<file path="src/rtl/sopc_run_ctrl.sv">
// SOPC run controller: staggered per-channel reset release, then a counted run phase.
// Define SOPC_RUN_TIMEOUT_EN to end the run in DONE once cycle_cnt reaches RUN_CYCLES.
module sopc_run_ctrl #(
    parameter int CHANNELS    = 2,
    parameter int HOLD_CYCLES = 10,
    parameter int STAGGER     = 1,
    parameter int RUN_CYCLES  = 50,
    parameter int CNT_W       = 16
) (
    input  logic                clk,
    input  logic                rst,
    input  logic                rerun,
    input  logic                hold_req,
    output logic [CHANNELS-1:0] rst_out,
    output logic                running,
    output logic                done,
    output logic [CNT_W-1:0]    cycle_cnt
);

    localparam int LAST = HOLD_CYCLES + (CHANNELS - 1) * STAGGER;
    localparam int TW   = $clog2(LAST + 1);

`ifdef SOPC_RUN_TIMEOUT_EN
    localparam bit TIMEOUT_EN = 1'b1;
`else
    localparam bit TIMEOUT_EN = 1'b0;
`endif

    localparam logic [CNT_W-1:0] CNT_MAX = '1;

    typedef enum logic [1:0] {
        ST_HOLD,
        ST_RELEASE,
        ST_RUN,
        ST_DONE
    } state_e;

    state_e              state_q, state_d;
    logic [TW-1:0]       tmr_q, tmr_d;
    logic [CHANNELS-1:0] rst_out_q, rst_out_d;
    logic                running_q, running_d;
    logic                done_q, done_d;
    logic [CNT_W-1:0]    cyc_q, cyc_d;

    always_comb begin
        state_d   = state_q;
        tmr_d     = tmr_q;
        rst_out_d = rst_out_q;
        running_d = running_q;
        done_d    = done_q;
        cyc_d     = cyc_q;

        case (state_q)
            ST_HOLD, ST_RELEASE: begin
                tmr_d = tmr_q + TW'(1);
                // Timer only rises, so each channel drops once, in index order.
                for (int i = 0; i < CHANNELS; i++) begin
                    if (int'(tmr_d) >= HOLD_CYCLES + i * STAGGER) begin
                        rst_out_d[i] = 1'b0;
                    end
                end
                if (int'(tmr_d) == LAST) begin
                    state_d   = ST_RUN;
                    running_d = 1'b1;
                end else if (int'(tmr_d) >= HOLD_CYCLES) begin
                    state_d = ST_RELEASE;
                end
            end
            ST_RUN: begin
                if (!hold_req && cyc_q != CNT_MAX) begin
                    cyc_d = cyc_q + CNT_W'(1);
                end
                if (TIMEOUT_EN && int'(cyc_d) == RUN_CYCLES) begin
                    state_d   = ST_DONE;
                    running_d = 1'b0;
                    done_d    = 1'b1;
                end
            end
            ST_DONE: begin
                state_d = ST_DONE;
            end
            default: begin
                state_d = ST_HOLD;
            end
        endcase

        if (rerun) begin
            state_d   = ST_HOLD;
            tmr_d     = '0;
            rst_out_d = '1;
            running_d = 1'b0;
            done_d    = 1'b0;
            cyc_d     = '0;
        end
    end

    always_ff @(posedge clk) begin
        if (rst) begin
            state_q   <= ST_HOLD;
            tmr_q     <= '0;
            rst_out_q <= '1;
            running_q <= 1'b0;
            done_q    <= 1'b0;
            cyc_q     <= '0;
        end else begin
            state_q   <= state_d;
            tmr_q     <= tmr_d;
            rst_out_q <= rst_out_d;
            running_q <= running_d;
            done_q    <= done_d;
            cyc_q     <= cyc_d;
        end
    end

    assign rst_out   = rst_out_q;
    assign running   = running_q;
    assign done      = TIMEOUT_EN ? done_q : 1'b0;
    assign cycle_cnt = cyc_q;

endmodule

</file>
<file path="config.mk">
export PLATFORM = sky130hd
export DESIGN_NAME = sopc_run_ctrl
export DESIGN_NICKNAME = d
export VERILOG_FILES = /design/src/rtl/sopc_run_ctrl.sv
export SDC_FILE = /design/constraint.sdc
export NUM_CORES = 1
export LEC_CHECK = 0
export BUFFER_PORTS_ARGS = -buffer_cell sky130_fd_sc_hd__buf_2
export CAP_MARGIN = 20
export CORE_MARGIN = 5
export CORE_UTILIZATION = 58
export DETAILED_ROUTE_END_ITERATION = 8
export GPL_ROUTABILITY_DRIVEN = 0
export PLACE_DENSITY = 0.93
export SLEW_MARGIN = 20
export SYNTH_ARGS = -nofsm -noshare
export SYNTH_HDL_FRONTEND = slang
export SYNTH_SLANG_ARGS = --single-unit
export TNS_END_PERCENT = 10
</file>
<file path="constraint.sdc">
create_clock -name clk -period 3.6 [get_ports clk]
set_input_delay 0 -clock clk [delete_from_list [all_inputs] [get_ports clk]]
set_output_delay 0 -clock clk [all_outputs]
set_load 0.02 [all_outputs]
</file>
==> summary by stage, run 1 <==
Status
The flow ran to the end, and the final reports show no timing, DRC or antenna violations.

Global route
The pin count of the biggest net entering global routing is 21. The number of antenna violations at the first check in global routing is 0. The global-route wire length before repair is 5092 um. Global routing consumed, over all layers together, 18.99% of the routing resources. The overall overflow remaining after global route is 0. The via count of the first global-routing pass is 1191.

Clock tree
The root buffer cell is sky130_fd_sc_hd__clkbuf_4. The later-pin clock latency in the skew report is 0.32 ns. The post-cts hold buffer count is 0. The clock drives 25 sinks. Gates resized during post-CTS repair numbered 0. The number of buffers inserted to repair setup after CTS is 0.

The TritonCTS buffer count is 3. In this run the number of H-tree levels came out at 1. The largest buffer count on any clock path is 2.

The clock-pin slew reported for the worst setup and hold paths after clock tree synthesis is 0.14 ns. TritonCTS built the clock tree.

Power and ir drop
The static leakage is 0.5073 nW. The maximum VDD drop is 222.9 uV. For this design the ratio of total power to cell area is 294.1 nW/um2. After layout, the design draws a total of 419.1 uW.

Synthesis
After technology mapping, the gate count stands at 153. A synthesized cell averages 8.341 um2. The number of nets in the synthesized netlist is 161.

Sequential cells were found to cover 39.22% of the synthesized design area. The share of synthesized registers carrying an async set or reset is 0%. The predominant post-synthesis flop cell is sky130_fd_sc_hd__dfxtp_1.

Summed over its instances, the top area cell type makes up 39.22% of the synthesized netlist area. The number of enable flip-flop cells after synthesis is 0. The largest total area in the synthesized netlist belongs to sky130_fd_sc_hd__dfxtp_1. The register bit total from synthesis is 25.

Yosys printed 0 warnings. The area of the mapped netlist is 1276 um2. Yosys attributes the largest share of cell area to sky130_fd_sc_hd__dfxtp_1 39%, sky130_fd_sc_hd__a21oi_1 4.7%, sky130_fd_sc_hd__ha_1 3.9%, sky130_fd_sc_hd__o21ai_0 3.9%, sky130_fd_sc_hd__or3_1 3.4%. Synthesis instantiated 43 different standard cells from the library.

Route
Summed over all layers, the routed wires come to 2885 um. Using the TritonRoute via totals, the vias-per-cell ratio works out to 6.219. The antenna violation net count after detailed routing is 0. After detailed routing, the average wire length per cell comes to 14.35 um. For this run, the detailed router's first-pass iteration total came to 4.

The DRC violation count after routing is 0. The iteration-0 DRC count of the detailed router is 32. The routed layout has 1250 vias.

Die
In this run the standard cell core region covers 2148 um2. The floorplan row count is 17. The area of the die is 3239 um2. In this run the count of I/O pins placed on the die edge is 24. The x dimension of the die is 56.91 um. In this run the vertical extent of the chip is 56.91 um. The initial utilization of the core area, before any placement, comes to 59.41%.

Critical path
The minimum setup slack among reg-to-reg paths is 1.18 ns. By startpoint and endpoint, the worst setup path is classified as register to register. The critical path launch point type is a register. The worst reg2reg path startpoint is state_q[1]. Data arrives at the worst endpoint at 2.69 ns. Following the worst setup path forward leads to its endpoint at cycle_cnt[12]. The required arrival time at the worst endpoint is 3.87 ns. The cell depth of the worst flop-to-flop path is 4. The critical path startpoint is state_q[1]. The type of element capturing the critical path is a register. The biggest fanout along the worst timing path is 12.

The critical register-to-register path endpoint is cycle_cnt[12].

Placed design
The detailed placement HPWL is 2096 um. The number of buffers inserted by port buffering is 22.

Timing
The total count of max-transition violations in the final report is 0. The worst max-slew margin expressed relative to the limit is 58.07%. The maximum clock frequency is 413.2 MHz. The final setup TNS is 0 ns.

The count of final setup violators is 0. The final period demand of the worst path is 2.420 ns. The number of failing hold endpoints at the final stage was 0.

The worst-case clock skew is 0.01263 ns. Setup repair after global routing left no endpoint under its margin. The slew at the pin closest to its max-slew limit is 0.6267 ns. The part of the cycle the worst path needs is 67.23%.

Run
The max capacitance violation total is 0.

Layout
The signed area change from the synthesized netlist to the final layout is 11.67%. At the end of the flow, the number of nets in the layout was 182. The filler cells instantiated in the layout total 186. The area occupied by multi-input gates is 725.7 um2. In the final layout, flip-flops and latches occupy 500.5 um2. The number of antenna diodes in the final layout is 0. The fraction of final layout cells with drive strength greater than 1 is 17.92%.

Min path
The kind of path behind the tightest hold check is primary input to register.
-- report_power, final --
| group | internal (mW) | total [mW] | switching [mW] |
|---|---|---|---|
| sequential | 0.278 | 0.280 | 0.00181 |
| clock | 0.0416 | 0.125 | 0.0833 |
| combinational | 0.00462 | 0.0145 | 0.00990 |
-- how the worst min path moves through the flow --
stage | end | start | cells after the start
floorplan | cycle_cnt[3] | rst | 2
global placement | running | rst | 3
detailed placement | cycle_cnt[3] | rst | 3
CTS | running | rst | 3
global route | running | rst | 3
finish | running | rst | 3
-- metrics by stage --
step	setup WS, ns	hold slack [ns]	area (um2)	util [%]	std cells
floorplan	1.555	0.2385	1276	-	153
global route	1.082	0.08079	1425	66.34	201
CTS	1.182	0.04728	1425	66.34	201
detailed placement	1.241	0.4054	1398	65.06	197
global placement	1.316	0.4126	1398	65.06	197
finish	1.180	0.06287	1425	66.34	201
-- layout make-up --
| class | instances | area share, % |
|---|---|---|
| inverter | 5 | 1.317 |
| tap | 28 | 2.458 |
| clock inverter | 1 | 0.3512 |
| multi-input combinational | 116 | 50.92 |
| timing repair buffer | 23 | 8.253 |
| sequential | 25 | 35.12 |
| clock buffer | 3 | 1.580 |
-- synthesized netlist by cell type, types with 2 or more instances --
cell type                  number
sky130_fd_sc_hd__nor3b_1        2
sky130_fd_sc_hd__nand2b_1       2
sky130_fd_sc_hd__nand3_1        6
sky130_fd_sc_hd__or3_1          7
sky130_fd_sc_hd__a21o_1         2
sky130_fd_sc_hd__nand2_1       11
sky130_fd_sc_hd__a31oi_1        2
sky130_fd_sc_hd__xnor2_1        2
sky130_fd_sc_hd__xor2_1         2
sky130_fd_sc_hd__o31ai_1        3
sky130_fd_sc_hd__o21ai_0       10
sky130_fd_sc_hd__o21ai_1        2
sky130_fd_sc_hd__ha_1           4
sky130_fd_sc_hd__or4_1          4
sky130_fd_sc_hd__clkbuf_1       5
sky130_fd_sc_hd__nand4_1        5
sky130_fd_sc_hd__a21oi_1       12
sky130_fd_sc_hd__nor2_1         7
sky130_fd_sc_hd__o21a_1         2
sky130_fd_sc_hd__dfxtp_1       25
sky130_fd_sc_hd__o41ai_1        2
sky130_fd_sc_hd__inv_1          5
sky130_fd_sc_hd__nor3_1         6
sky130_fd_sc_hd__nor4_1         4
sky130_fd_sc_hd__or2_2          2
sky130_fd_sc_hd__nor2b_1        2
-- layout by cell type, fill, tap and decap left out, types with 2 or more instances in the layout --
cell / Yosys / routed
sky130_fd_sc_hd__a21o_1: 2 / 2
sky130_fd_sc_hd__a21oi_1: 12 / 12
sky130_fd_sc_hd__a31oi_1: 2 / 2
sky130_fd_sc_hd__buf_2: 1 / 22
sky130_fd_sc_hd__clkbuf_4: 0 / 3
sky130_fd_sc_hd__dfxtp_1: 25 / 25
sky130_fd_sc_hd__ha_1: 4 / 4
sky130_fd_sc_hd__inv_1: 5 / 5
sky130_fd_sc_hd__nand2_1: 11 / 11
sky130_fd_sc_hd__nand2b_1: 2 / 2
sky130_fd_sc_hd__nand3_1: 6 / 6
sky130_fd_sc_hd__nand4_1: 5 / 5
sky130_fd_sc_hd__nor2_1: 7 / 7
sky130_fd_sc_hd__nor2b_1: 2 / 2
sky130_fd_sc_hd__nor3_1: 6 / 6
sky130_fd_sc_hd__nor3b_1: 2 / 2
sky130_fd_sc_hd__nor4_1: 4 / 4
sky130_fd_sc_hd__o21a_1: 2 / 2
sky130_fd_sc_hd__o21ai_0: 10 / 10
sky130_fd_sc_hd__o21ai_1: 2 / 2
sky130_fd_sc_hd__o31ai_1: 3 / 3
sky130_fd_sc_hd__o41ai_1: 2 / 2
sky130_fd_sc_hd__or2_2: 2 / 2
sky130_fd_sc_hd__or3_1: 7 / 7
sky130_fd_sc_hd__or4_1: 4 / 4
sky130_fd_sc_hd__xnor2_1: 2 / 2
sky130_fd_sc_hd__xor2_1: 2 / 2
-- logic make-up (layout without fill, tap and decap cells) --
logic type	Yosys count	after routing	share of synthesized area (%)
compound gates	42	42	20.49
xor+xnor	4	4	2.746
fa+ha+maj	4	4	3.922
buf+inv	12	32	3.922
flops	25	25	39.22
mux	1	1	0.8823
other cells	1	1	0.2938
simple gates	64	64	28.53
-- per-layer routing --
metal  up-vias  share of wire, %  track usage [%]
li1        616                 -                -
met1       586                41            21.67
met2        42                51            34.26
met3         6               6.0            2.989
met4         0               1.7            8.609
met5         -                 0                0
-- critical path, cell delays in order, from the launching register on --
cell and delay (ns):
sky130_fd_sc_hd__dfxtp_1 0.57, sky130_fd_sc_hd__or3b_1 0.55, sky130_fd_sc_hd__or4_4 0.62, sky130_fd_sc_hd__or4_1 0.47, sky130_fd_sc_hd__a21oi_1 0.15
-- state kept, by name (all words and copies together), names as in the netlist --
signal and flops:
cycle_cnt 16, rst_out 2, running 1, state_q 2, tmr_q 4
Note: power is estimated with default switching activity, not from simulation.
==> run 2: changes to the inputs <==
--- a/config.mk
+++ b/config.mk
@@ -8,10 +8,10 @@
 export BUFFER_PORTS_ARGS = -buffer_cell sky130_fd_sc_hd__buf_2
 export CAP_MARGIN = 20
 export CORE_MARGIN = 5
-export CORE_UTILIZATION = 58
+export CORE_UTILIZATION = 54
 export DETAILED_ROUTE_END_ITERATION = 8
 export GPL_ROUTABILITY_DRIVEN = 0
-export PLACE_DENSITY = 0.93
+export PLACE_DENSITY = 0.88
 export SLEW_MARGIN = 20
 export SYNTH_ARGS = -nofsm -noshare
 export SYNTH_HDL_FRONTEND = slang
==> constraint.sdc (replaced) <==
create_clock -name clk -period 2.23 [get_ports clk]
set_input_delay 0 -clock clk [delete_from_list [all_inputs] [get_ports clk]]
set_output_delay 0 -clock clk [all_outputs]
set_load 0.02 [all_outputs]
==> run 2 against run 1 <==
Against the previous run: largest cell class unchanged; largest power group unchanged; non-clock buffer count is 3 higher; sequential share of layout area is 0.55 points lower; clock skew shrank 0.0076 ns; clock power rose by 62%; worst setup slack got worse by 1.0 ns; total power rose by 62%; critical endpoint unchanged; maximum frequency grew 18%; sequential power grew 61%.
==> summary by stage, run 2 (same netlist as run 1, synthesis figures left out) <==
Global route
The via count of the first global-routing pass came to 1155 (-3.0%). The pin count of the biggest net entering global routing is 21 (unchanged). The number of antenna violations at the first check in global routing is 0 (unchanged). The global-route wire length before repair was 4809 um (-5.6%). The overall overflow remaining after global route was 0 (unchanged). The all-layer global routing usage is 17.40% (-1.6 points).

Die
The area of the placeable core was 2233 um2 (+4.0%). The die height is 58.62 um (+3.0%). The floorplan row count is 17 (unchanged). The x dimension of the die was 58.62 um (+3.0%). The area of the die came to 3436 um2 (+6.1%).

The number of top-level pins is 24 (unchanged). The starting density of the core is 57.14% (-2.3 points).

Critical path
The type of the worst setup path is register to register. The data arrival time at the worst-slack endpoint came to 2.31 ns (-0.38 ns). The worst reg2reg path startpoint is cycle_cnt[0]. STA classifies the critical path startpoint as a register. The instance count on the critical path was 5 (+1). The critical register-to-register path endpoint is cycle_cnt[12]. The biggest fanout along the worst timing path is 7 (-5).

The required arrival time at the worst endpoint came to 2.49 ns (-1.38 ns). The maximum cell stage delay along the critical path is 0.57 ns (-0.05 ns). The minimum setup slack among reg-to-reg paths is 0.18 ns (-1.00 ns). The cell at the slowest stage of the critical path is sky130_fd_sc_hd__or4_4. The critical path's top delay family is simple AND/OR/NAND/NOR gates. The count of buffer and inverter cells on the critical path is 0 (unchanged). The signal on the critical path passes through ha_1 -> nand3_1 -> or4_4 -> or4_1 -> a21oi_1. Following the worst setup path forward leads to its endpoint at cycle_cnt[12]. The cell depth of the worst flop-to-flop path is 5 (+1).

The type of element capturing the critical path is a register. Tracing the worst setup path back leads to its startpoint at cycle_cnt[0].

Clock tree
The post-cts hold buffer count is 0 (unchanged). The number of sinks driven by the clock tree was 25 (unchanged). CTS placed an instance of sky130_fd_sc_hd__clkbuf_4 at the clock tree root. The clock-pin slew reported for the worst setup and hold paths after clock tree synthesis is 0.14 ns (about the same). The number of buffers inserted to repair setup after CTS was 0 (unchanged). The largest buffer count on any clock path is 2 (unchanged). The total number of H-tree levels is 1 (unchanged).

The later-pin clock latency in the skew report is 0.32 ns (about the same). The TritonCTS buffer count is 3 (unchanged). The post-cts sizing count is 0 (unchanged).

The clock tree from TritonCTS is built.

Layout
The flip-flop count of the largest register, all copies and words added was 16 (unchanged). The final instance count without filler cells is 204 (+1.5%). The cell area after layout is 1448 um2 (+1.6%). The area used by sequential logic in the layout is 500.5 um2 (unchanged).

The top cell types in the final layout, fill and taps aside, are 25 x sky130_fd_sc_hd__dfxtp_1, 22 x sky130_fd_sc_hd__buf_2, 12 x sky130_fd_sc_hd__a21oi_1, 11 x sky130_fd_sc_hd__nand2_1, 10 x sky130_fd_sc_hd__o21ai_0. The signed area change from the synthesized netlist to the final layout is 13.43%. The post-layout net count is 185 (+1.6%). The filler cell count in the final layout came to 193 (+3.8%). The most common cell after layout, fill and taps aside is sky130_fd_sc_hd__dfxtp_1. The post-layout utilization of the core is 64.82% (-1.5 points). The number of antenna diodes was 0 (unchanged). The area occupied by multi-input gates is 725.7 um2 (unchanged). The fraction of final layout cells with drive strength greater than 1 was 19.32% (+1.4 points).

Timing
The maximum clock frequency is 488.4 MHz (+18%). The part of the cycle the worst path needs is 91.82% (+25 points). The worst max-slew margin expressed relative to the limit was 55.61% (-2.5 points).

The worst-case clock skew is 0.005055 ns (-0.007580 ns). The total count of max-transition violations in the final report is 0 (unchanged). The count of final setup violators is 0 (unchanged). Setup repair after global routing left no endpoint under its margin. The number of failing hold endpoints at the final stage is 0 (unchanged). The final period demand of the worst path is 2.048 ns (-0.3725 ns). The slew at the pin closest to its max-slew limit is 0.6634 ns (+0.03674 ns). The final setup TNS is 0 ns (unchanged).

The slack of the critical path was 0.1823 ns (-0.9975 ns).

Placed design
The cell area reported after detailed placement is 1420 um2 (+1.6%). The detailed placement HPWL is 2129 um (+1.6%). The number of buffers inserted by port buffering was 22 (unchanged).

The worst slack after detailed placement is 0.2206 ns (-1.020 ns). The number of placed instances, taps included is 200 (+1.5%).

Route
The antenna violation net count after detailed routing is 0 (unchanged). The count of TritonRoute iterations in the first routing pass is 4 (unchanged). The DRC violation count after routing is 0 (unchanged).

The wire length per cell after detailed routing is 13.87 um (-3.3%). The vias per cell is 6.108 (-1.8%). The iteration-0 DRC count of the detailed router is 42 (+31%). The total length of routed wires is 2830 um (-1.9%).

The total number of vias was 1246 (-0.32%).

Min path
The startpoint identified for the worst hold timing path is rst. The tightest min-delay check is of the primary input to register type.

Power and ir drop
The power density over the cells is 468.1 nW/um2 (+59%). The static leakage is 0.5224 nW (+3.0%). The maximum VDD drop was 302.7 uV (+36%).

Status
The run finished with clean final reports.

Run
The max capacitance violation total is 0 (unchanged).
## run 2: changes by cell type in the layout (fill, tap and decap cells not counted), sizes merged
| cell | change |
|---|---|
| buf | +3 |
## run 2: tightest hold or removal path, stage by stage
cell                     delay [ns]
sky130_fd_sc_hd__buf_2         0.09
sky130_fd_sc_hd__nor2_1        0.14
sky130_fd_sc_hd__o21a_1        0.15
## run 2: routing by layer
layer  global-route usage, %  part of all wire (%)
met5                       0                     0
met4                   4.207                   1.1
met3                   5.263                   6.8
met2                   32.06                    51
met1                   19.41                    41
## run 2: cell type report
cell class / count / share of cell area, %
multi-input combinational: 116 / 50.13
timing repair buffer: 26 / 9.680
sequential: 25 / 34.57
inverter: 5 / 1.296
clock buffer: 3 / 1.556
tap: 28 / 2.420
clock inverter: 1 / 0.3457
## run 2: worst min path at each step
stage / to / cells after the start / slack [ns]
floorplan: cycle_cnt[3] / 2 / 0.24
CTS: cycle_cnt[3] / 3 / 0.06
global placement: cycle_cnt[3] / 3 / 0.42
finish: cycle_cnt[3] / 3 / 0.09
global route: cycle_cnt[3] / 3 / 0.08
detailed placement: cycle_cnt[3] / 3 / 0.41
## run 2: power breakdown
part	leakage (nW)	switching (mW)	internal [mW]
Sequential	0.202	0.00283	0.448
Clock	0.0177	0.135	0.0672
Combinational	0.303	0.0167	0.00749
Total	0.522	0.155	0.523
## run 2: metrics by stage
step           total power, mW  hold WS (ns)
6_report                0.6776       0.08778
5_1_grt                 0.7064       0.08441
4_1_cts                 0.6849       0.06043
3_5_place_dp            0.4850        0.4136
3_3_place_gp            0.4837        0.4244
2_1_floorplan           0.4784        0.2385
